File: src/rtl/ex_pkg.sv
// Shared encodings for the execute-stage controller: opcodes, ALU operations,
// CCR bit positions and the opcode decoder used by ex_ctrl.
package ex_pkg;

    localparam int DATA_W  = 16;
    localparam int OPC_W   = 5;
    localparam int REG_W   = 3;
    localparam int ALUOP_W = 3;
    localparam int CCR_W   = 3;

    localparam logic [OPC_W-1:0] OP_NOP  = 5'h00;
    localparam logic [OPC_W-1:0] OP_SETC = 5'h01;
    localparam logic [OPC_W-1:0] OP_CLRC = 5'h02;
    localparam logic [OPC_W-1:0] OP_NOT  = 5'h03;
    localparam logic [OPC_W-1:0] OP_ADD  = 5'h09;
    localparam logic [OPC_W-1:0] OP_LDM  = 5'h0C;
    localparam logic [OPC_W-1:0] OP_STD  = 5'h11;
    localparam logic [OPC_W-1:0] OP_RTI  = 5'h1B;

    localparam logic [ALUOP_W-1:0] ALU_NOP = 3'd0;
    localparam logic [ALUOP_W-1:0] ALU_LDM = 3'd1;
    localparam logic [ALUOP_W-1:0] ALU_STD = 3'd2;
    localparam logic [ALUOP_W-1:0] ALU_ADD = 3'd3;
    localparam logic [ALUOP_W-1:0] ALU_NOT = 3'd4;

    localparam int CCR_Z = 0;
    localparam int CCR_N = 1;
    localparam int CCR_C = 2;

    typedef enum logic [2:0] {
        UPD_NONE,
        UPD_ADD,
        UPD_NOT,
        UPD_SETC,
        UPD_CLRC,
        UPD_RTI
    } ccr_upd_e;

    typedef struct packed {
        logic [ALUOP_W-1:0] alu_op;
        ccr_upd_e           upd;
        logic               wb;
        logic               mem_wr;
    } dec_t;

    // Unknown opcodes fall through to the NOP decode.
    function automatic dec_t decode(input logic [OPC_W-1:0] opc);
        dec_t d;
        d = '{ALU_NOP, UPD_NONE, 1'b0, 1'b0};
        case (opc)
            OP_SETC: d.upd = UPD_SETC;
            OP_CLRC: d.upd = UPD_CLRC;
            OP_RTI:  d.upd = UPD_RTI;
            OP_NOT:  d = '{ALU_NOT, UPD_NOT, 1'b1, 1'b0};
            OP_ADD:  d = '{ALU_ADD, UPD_ADD, 1'b1, 1'b0};
            OP_LDM:  d = '{ALU_LDM, UPD_NONE, 1'b1, 1'b0};
            OP_STD:  d = '{ALU_STD, UPD_NONE, 1'b0, 1'b1};
            default: d = '{ALU_NOP, UPD_NONE, 1'b0, 1'b0};
        endcase
        return d;
    endfunction

endpackage

File: src/rtl/ex_if.sv
// Bundle of decode, ALU, memory-stage and interrupt signals around ex_ctrl.
// slave = the controller's view, master = the surrounding pipeline's view.
interface ex_if;
    import ex_pkg::*;

    // Handshakes: a transfer happens on a rising edge where valid && ready.
    // valid must not depend on ready; the payload is held while valid && !ready.
    logic                 in_valid;
    logic                 in_ready;
    logic [OPC_W-1:0]     in_opcode;
    logic [DATA_W-1:0]    in_rs;
    logic [DATA_W-1:0]    in_rd;
    logic [DATA_W-1:0]    in_imm;
    logic [REG_W-1:0]     in_dst;

    logic [ALUOP_W-1:0]   alu_op;
    logic [DATA_W-1:0]    alu_rs;
    logic [DATA_W-1:0]    alu_rd;
    logic [DATA_W-1:0]    alu_imm;
    logic [DATA_W-1:0]    alu_out;
    logic [CCR_W-1:0]     alu_ccr;

    logic                 out_valid;
    logic                 out_ready;
    logic [DATA_W-1:0]    out_data;
    logic [REG_W-1:0]     out_dst;
    logic                 out_wb;
    logic                 out_mem_wr;

    logic [CCR_W-1:0]     ccr;
    logic                 int_save;
    logic                 flush;

    modport slave (
        input  in_valid, in_opcode, in_rs, in_rd, in_imm, in_dst,
        output in_ready,
        output alu_op, alu_rs, alu_rd, alu_imm,
        input  alu_out, alu_ccr,
        output out_valid, out_data, out_dst, out_wb, out_mem_wr,
        input  out_ready,
        output ccr,
        input  int_save, flush
    );

    modport master (
        output in_valid, in_opcode, in_rs, in_rd, in_imm, in_dst,
        input  in_ready,
        input  alu_op, alu_rs, alu_rd, alu_imm,
        output alu_out, alu_ccr,
        input  out_valid, out_data, out_dst, out_wb, out_mem_wr,
        output out_ready,
        input  ccr,
        output int_save, flush
    );

endinterface

File: src/rtl/ccr_unit.sv
// Architectural condition-code register and its interrupt shadow copy.
module ccr_unit
    import ex_pkg::*;
(
    input  logic             clk,
    input  logic             rst,
    input  logic             commit,
    input  ccr_upd_e         upd,
    input  logic [CCR_W-1:0] alu_ccr,
    input  logic             int_save,
    output logic [CCR_W-1:0] ccr
);

    logic [CCR_W-1:0] ccr_q;
    logic [CCR_W-1:0] shadow_q;
    logic [CCR_W-1:0] ccr_next;

    always_comb begin
        ccr_next = ccr_q;
        if (commit) begin
            case (upd)
                UPD_ADD: ccr_next = alu_ccr;
                UPD_NOT: begin
                    ccr_next[CCR_Z] = alu_ccr[CCR_Z];
                    ccr_next[CCR_N] = alu_ccr[CCR_N];
                end
                UPD_SETC: ccr_next[CCR_C] = 1'b1;
                UPD_CLRC: ccr_next[CCR_C] = 1'b0;
                UPD_RTI:  ccr_next = shadow_q;
                default:  ccr_next = ccr_q;
            endcase
        end
    end

    // The shadow captures the post-commit value, so a same-edge RTI is seen.
    always_ff @(posedge clk) begin
        if (rst) begin
            ccr_q    <= '0;
            shadow_q <= '0;
        end else begin
            ccr_q <= ccr_next;
            if (int_save) begin
                shadow_q <= ccr_next;
            end
        end
    end

    assign ccr = ccr_q;

endmodule

File: src/rtl/ex_ctrl.sv
// Execute-stage controller: EX slot feeding the ALU, OUT slot toward memory,
// opcode decode and CCR commit sequencing.
module ex_ctrl
    import ex_pkg::*;
(
    input logic clk,
    input logic rst,
    ex_if.slave bus
);

    logic                ex_valid;
    logic [OPC_W-1:0]    ex_opc;
    logic [DATA_W-1:0]   ex_rs;
    logic [DATA_W-1:0]   ex_rd;
    logic [DATA_W-1:0]   ex_imm;
    logic [REG_W-1:0]    ex_dst;
    dec_t                ex_dec;

    logic                out_valid_q;
    logic [DATA_W-1:0]   out_data_q;
    logic [REG_W-1:0]    out_dst_q;
    logic                out_wb_q;
    logic                out_mem_wr_q;

    logic                advance;
    logic                accept;
    logic                commit;

    assign ex_dec  = decode(ex_opc);
    assign advance = !out_valid_q || bus.out_ready;
    assign bus.in_ready = !ex_valid || advance;
    // Flush suppresses both the accept and the commit on its edge.
    assign accept  = bus.in_valid && bus.in_ready && !bus.flush;
    assign commit  = advance && ex_valid && !bus.flush;

    always_ff @(posedge clk) begin
        if (rst) begin
            ex_valid <= 1'b0;
            ex_opc   <= OP_NOP;
            ex_rs    <= '0;
            ex_rd    <= '0;
            ex_imm   <= '0;
            ex_dst   <= '0;
        end else if (bus.flush) begin
            ex_valid <= 1'b0;
        end else if (accept) begin
            ex_valid <= 1'b1;
            ex_opc   <= bus.in_opcode;
            ex_rs    <= bus.in_rs;
            ex_rd    <= bus.in_rd;
            ex_imm   <= bus.in_imm;
            ex_dst   <= bus.in_dst;
        end else if (commit) begin
            ex_valid <= 1'b0;
        end
    end

    always_ff @(posedge clk) begin
        if (rst) begin
            out_valid_q  <= 1'b0;
            out_data_q   <= '0;
            out_dst_q    <= '0;
            out_wb_q     <= 1'b0;
            out_mem_wr_q <= 1'b0;
        end else if (bus.flush) begin
            out_valid_q <= 1'b0;
        end else if (commit) begin
            out_valid_q  <= 1'b1;
            out_data_q   <= bus.alu_out;
            out_dst_q    <= ex_dst;
            out_wb_q     <= ex_dec.wb;
            out_mem_wr_q <= ex_dec.mem_wr;
        end else if (advance) begin
            out_valid_q <= 1'b0;
        end
    end

    ccr_unit u_ccr (
        .clk      (clk),
        .rst      (rst),
        .commit   (commit),
        .upd      (ex_dec.upd),
        .alu_ccr  (bus.alu_ccr),
        .int_save (bus.int_save),
        .ccr      (bus.ccr)
    );

    assign bus.alu_op     = ex_dec.alu_op;
    assign bus.alu_rs     = ex_rs;
    assign bus.alu_rd     = ex_rd;
    assign bus.alu_imm    = ex_imm;
    assign bus.out_valid  = out_valid_q;
    assign bus.out_data   = out_data_q;
    assign bus.out_dst    = out_dst_q;
    assign bus.out_wb     = out_wb_q;
    assign bus.out_mem_wr = out_mem_wr_q;

endmodule

File: src/flat_wrapper.sv
// flat-port wrapper written by rule: the top's interface ports become plain ports
module ex_ctrl_flat import ex_pkg::*;
  (clk, rst, bus_in_valid, bus_in_opcode, bus_in_rs, bus_in_rd, bus_in_imm, bus_in_dst, bus_in_ready, bus_alu_op, bus_alu_rs, bus_alu_rd, bus_alu_imm, bus_alu_out, bus_alu_ccr, bus_out_valid, bus_out_data, bus_out_dst, bus_out_wb, bus_out_mem_wr, bus_out_ready, bus_ccr, bus_int_save, bus_flush);
  ex_if bus_i ();
  input logic clk;
  input logic rst;
  input wire logic [$bits(bus_i.in_valid)-1:0] bus_in_valid;
  input wire logic [$bits(bus_i.in_opcode)-1:0] bus_in_opcode;
  input wire logic [$bits(bus_i.in_rs)-1:0] bus_in_rs;
  input wire logic [$bits(bus_i.in_rd)-1:0] bus_in_rd;
  input wire logic [$bits(bus_i.in_imm)-1:0] bus_in_imm;
  input wire logic [$bits(bus_i.in_dst)-1:0] bus_in_dst;
  output wire logic [$bits(bus_i.in_ready)-1:0] bus_in_ready;
  output wire logic [$bits(bus_i.alu_op)-1:0] bus_alu_op;
  output wire logic [$bits(bus_i.alu_rs)-1:0] bus_alu_rs;
  output wire logic [$bits(bus_i.alu_rd)-1:0] bus_alu_rd;
  output wire logic [$bits(bus_i.alu_imm)-1:0] bus_alu_imm;
  input wire logic [$bits(bus_i.alu_out)-1:0] bus_alu_out;
  input wire logic [$bits(bus_i.alu_ccr)-1:0] bus_alu_ccr;
  output wire logic [$bits(bus_i.out_valid)-1:0] bus_out_valid;
  output wire logic [$bits(bus_i.out_data)-1:0] bus_out_data;
  output wire logic [$bits(bus_i.out_dst)-1:0] bus_out_dst;
  output wire logic [$bits(bus_i.out_wb)-1:0] bus_out_wb;
  output wire logic [$bits(bus_i.out_mem_wr)-1:0] bus_out_mem_wr;
  input wire logic [$bits(bus_i.out_ready)-1:0] bus_out_ready;
  output wire logic [$bits(bus_i.ccr)-1:0] bus_ccr;
  input wire logic [$bits(bus_i.int_save)-1:0] bus_int_save;
  input wire logic [$bits(bus_i.flush)-1:0] bus_flush;
  assign bus_i.in_valid = bus_in_valid;
  assign bus_i.in_opcode = bus_in_opcode;
  assign bus_i.in_rs = bus_in_rs;
  assign bus_i.in_rd = bus_in_rd;
  assign bus_i.in_imm = bus_in_imm;
  assign bus_i.in_dst = bus_in_dst;
  assign bus_in_ready = bus_i.in_ready;
  assign bus_alu_op = bus_i.alu_op;
  assign bus_alu_rs = bus_i.alu_rs;
  assign bus_alu_rd = bus_i.alu_rd;
  assign bus_alu_imm = bus_i.alu_imm;
  assign bus_i.alu_out = bus_alu_out;
  assign bus_i.alu_ccr = bus_alu_ccr;
  assign bus_out_valid = bus_i.out_valid;
  assign bus_out_data = bus_i.out_data;
  assign bus_out_dst = bus_i.out_dst;
  assign bus_out_wb = bus_i.out_wb;
  assign bus_out_mem_wr = bus_i.out_mem_wr;
  assign bus_i.out_ready = bus_out_ready;
  assign bus_ccr = bus_i.ccr;
  assign bus_i.int_save = bus_int_save;
  assign bus_i.flush = bus_flush;
  ex_ctrl u_core (.clk(clk), .rst(rst), .bus(bus_i));
endmodule
File: config.mk
export PLATFORM = sky130hd
export DESIGN_NAME = ex_ctrl_flat
export DESIGN_NICKNAME = d
export VERILOG_FILES = /design/src/rtl/ex_pkg.sv /design/src/rtl/ex_if.sv /design/src/rtl/ccr_unit.sv /design/src/rtl/ex_ctrl.sv /design/src/flat_wrapper.sv
export SDC_FILE = /design/constraint.sdc
export NUM_CORES = 1
export LEC_CHECK = 0
export CAP_MARGIN = 5
export CORE_MARGIN = 5
export CORE_UTILIZATION = 40
export CTS_CLUSTER_SIZE = 14
export DETAILED_ROUTE_END_ITERATION = 10
export PLACE_DENSITY_LB_ADDON = 0.25
export SLEW_MARGIN = 20
export SYNTH_ARGS = -nofsm -noshare
export SYNTH_HDL_FRONTEND = slang
export SYNTH_HIERARCHICAL = 1
export SYNTH_SLANG_ARGS = --single-unit
export TNS_END_PERCENT = 30
File: constraint.sdc
create_clock -name clk -period 2.3 [get_ports clk]
set_clock_uncertainty 0.15 [all_clocks]
set_input_delay 0.69 -clock clk [delete_from_list [all_inputs] [get_ports clk]]
set_output_delay 0.69 -clock clk [all_outputs]
set_load 0.05 [all_outputs]
Word-level counts from Yosys, hierarchy flattened. Cells that the tools add are included.

Bitwise logic cells: 1. Equal/unequal tests: 12. Multiplexer cells: 10. Reduce and logical (&&, ||, !) cells: 16.

Operators by type and width (number): $pmux 3 s5 (1); $pmux 3 s4 (1); $eq 5x2->1 const B (2); $eq 5x4->1 const B (2); $eq 5x5->1 const B (2); $pmux 2 s2 (2); $eq 3x2->1 const B (2); $eq 3x3->1 const B (2); $eq 5x1->1 const B (1); $logic_and 1x1->1 (4); $mux 1 (4); $pmux 1 s4 (1); $reduce_and 2->1 (2); $reduce_bool 2->1 (2); $reduce_or 2->1 (2); $eq 3x1->1 const B (1); $logic_not 1->1 (3); $mux 3 (1); $reduce_or 3->1 (1); $logic_or 1x1->1 (2); $not 1->1 (1).

Word-level logic and storage cells: 52. Register bits after elaboration: 85. Input bits: 81.

Logic depth before layout (Yosys ltp).
Word-level depth: 6. Depth in mapped cells: 8. Depth with buffers taken out: 7.

Hierarchy. Netlist, hierarchy kept.

Modules (own cells, without submodules): ex_ctrl (area an instance 3398.3 µm², instances 1, cells each 387); ccr_unit (area an instance 295.3 µm², instances 1, cells each 36).

Worst setup path before layout. No wires, ideal clock.

Kind: input to output. From: in bus_out_ready. To: out bus_in_ready. Slack: 0.072 ns. Arrival: 1.388 ns. Required time: 1.460 ns. Stages: 4. Cells stage by stage: and3b_1 > buf_6 > inv_4 > buf_2.

Cells in the longest elaborated chain, start to end: 2.

RTL lines: start, declared (line flat_wrapper.sv:25) `input wire logic [$bits(bus_i.out_ready)-1:0] bus_out_ready;`; $logic_or 1x1->1 (line ex_ctrl.sv:30) `assign advance = !out_valid_q || bus.out_ready;`; $logic_or 1x1->1 (line ex_ctrl.sv:31) `assign bus.in_ready = !ex_valid || advance;`; end, declared (line flat_wrapper.sv:13) `output wire logic [$bits(bus_i.in_ready)-1:0] bus_in_ready;`.

Every way passes these cells.

Final worst setup path. Ends and elaborated chain as after synthesis.

==> impl_metrics.toml <==
[clock_tree]
postCtsSetupBuffers = 0
clk_pin_slew_ps = 80
clock_latency_ps = 340
cts_sinks = 85
tritoncts = "done"
cts_max_path_buffers = 2
cts_hold_buf = 0
htreeDepth = 3
cts-resized-gates = 11
numCtsBuffers = 9
clockRootBuffer = "clkbuf_8"

[power_and_ir_drop]
leakagePower_nw = 2.08
vdd_drop_max_mv = 0.271
p_per_area_nw_per_um2 = 607

[sta]
hold_violations = 0
tightest_slew_ps = 496
slew_violations = 0
slew_headroom_pct = 67.0
fin_crit_sh_pct = 96.1
max_freq_mhz = 452
setup_tns_ps = 0
setup_violations = 0
rsz0062_at_grt = "false"
finalCriticalPeriod_ps = 2210

[setup_path]
critPathLaunchType = "input pin"
end_kind = "output pin"
crit_required_ps = 1460
path_max_fanout = 3
worstPathArrival_ps = 1370
worstSetupPathType = "in2out"

[floorplan]
fp-row-count = 35
io_pins = 158
dieArea_um2 = 11300
chipHeight_um = 106
core_area_um2 = 9110
initial_core_util_pct = 40.5
die_w_um = 106

[layout]
drive_gt1_share_pct = 27.5
final_common_cell = "dfxtp_1"
fillers = 821
regArea_um2 = 1710
final_cell_mix = "dfxtp_1, buf_4, clkdlybuf4s50_1, o21ai_0, a21oi_1"
fin_nets = 647
num_antenna_cells = 0
area_growth_pct = 48.9
multi_input_area_um2 = 1720
final_util_pct = 60.4

[detailed_routing]
drt_pre_antenna_iters = 5
drcViolationCount = 0
drt_iter0_markers = 168
viasPerCell = 5.28
wl_um = 10500
vias = 3602
drtAntennaViolNets = 0
wire_per_inst_um = 15.4

[flow_run]
maxCapViolCount = 0

[synth]
synth_cell_types = 39
syn-num-nets = 504
synth_warnings = 6
ys.flop_type = "dfxtp_1"
syn_area_um2 = 3690
syn_inst = 423
synth_seq_cells = 85
synth-edff-count = 0
async_flop_share_pct = 0
synth.yosys.seq_area_share_pct = 46.1
syn_avg_cell_area_um2 = 8.73

[place]
dp_hpwl_um = 7250
portBuffers = 157
gp_congestion = 0.742

[min_path]
hp-class = "reg2reg"

[global_routing]
antenna_found_initial = 0
grt_pass1_vias = 3526
grt_usage_pct = 18.6
overflow = 0
grt_pass1_wl_um = 17300
grt_max_degree = 86

[status]
status = "finished clean"
-- sequential cells by signal, summed over array words and instances, names as in the netlist --
| register | cells |
|---|---|
| u_core/bus.alu_imm | 16 |
| u_core/bus.alu_rd | 16 |
| u_core/bus.alu_rs | 16 |
| u_core/bus.out_data | 16 |
| u_core/bus.out_dst | 3 |
| u_core/bus.out_mem_wr | 1 |
| u_core/bus.out_valid | 1 |
| u_core/bus.out_wb | 1 |
| u_core/ex_dst | 3 |
| u_core/ex_opc | 5 |
| u_core/ex_valid | 1 |
| u_core/u_ccr/ccr | 3 |
| u_core/u_ccr/shadow_q | 3 |
-- power breakdown --
group / internal (mW) / leakage, nW / total [mW] / switching, mW
clock network: 0.653 / 0.119 / 1.21 / 0.552
logic: 0.260 / 1.27 / 0.577 / 0.317
registers: 1.52 / 0.694 / 1.56 / 0.0327
total: 2.44 / 2.08 / 3.34 / 0.902
-- path summary, 6_finish.rpt --
check,start,to,slack (ps),cells after the start
setup reg to reg,u_core/ex_opc[1]$_SDFFE_PP0P_,u_core/u_ccr/shadow_q[0]$_SDFFE_PP0P_,360,7
setup / recovery,bus_out_ready,bus_in_ready,90,4
hold reg to reg,u_core/ex_dst[0]$_SDFFE_PP0P_,u_core/bus.out_dst[0]$_SDFFE_PP0P_,320,2
hold / removal,u_core/ex_dst[0]$_SDFFE_PP0P_,u_core/bus.out_dst[0]$_SDFFE_PP0P_,320,2
-- synthesized netlist by cell type, types with 3 or more instances --
cell | n | area, µm²
a21oi_2 | 20 | 175
nand3_2 | 20 | 200
buf_12 | 3 | 60.1
buf_4 | 6 | 45.0
dfxtp_1 | 85 | 1700
o21ai_1 | 8 | 40.0
o21ai_0 | 71 | 355
nand3_1 | 58 | 290
a211oi_1 | 4 | 30.0
clkbuf_1 | 17 | 63.8
nor2_1 | 8 | 30.0
nand2b_1 | 5 | 31.3
buf_2 | 17 | 85.1
nand2_1 | 4 | 15.0
nand3b_1 | 3 | 22.5
a21oi_1 | 62 | 310
nor2b_1 | 4 | 25.0
-- cell families after synthesis --
kind of cell	Yosys count	synth area share, %
flip-flops	85	46.1
AO/OA/AOI/OAI	171	25.9
buffers and inverters	49	7.76
AND/OR/NAND/NOR	115	19.5
XOR/XNOR	3	0.712
-- worst max-delay path, stage by stage --
cell             delay [ps]
clkdlybuf4s15_1         190
and3b_2                 290
inv_4                    50
buf_12                  140
-- area by class of cell --
cell class | count | area share, %
sequential | 85 | 31.0
timing repair buffer | 178 | 30.8
inverter | 3 | 0.250
multi-input combinational | 289 | 31.2
tap | 111 | 2.52
clock buffer | 10 | 2.50
clock inverter | 6 | 1.71
-- metal layers --
metal / up-vias / part of all wire [%] / track usage (%)
met5: - / 0 / 0
met4: 0 / 1.5 / 5.55
met3: 13 / 8.3 / 6.80
met2: 116 / 48 / 30.4
met1: 1679 / 42 / 22.8
li1: 1794 / - / -
-- metrics by stage --
step | cell area [µm²] | worst slack (ps) | hold WS (ps) | cells | power (mW)
3_3_place_gp | 5270 | -198 | 303 | 666 | 2.16
5_1_grt | 5500 | 30.9 | 344 | 682 | 3.49
6_report | 5500 | 89.3 | 319 | 682 | 3.34
4_1_cts | 5500 | 8.28 | 321 | 682 | 3.39
2_1_floorplan | 3690 | 72.4 | 289 | 423 | 1.89
3_5_place_dp | 5270 | -218 | 308 | 666 | 2.17
(Power assumes the default switching activity.)
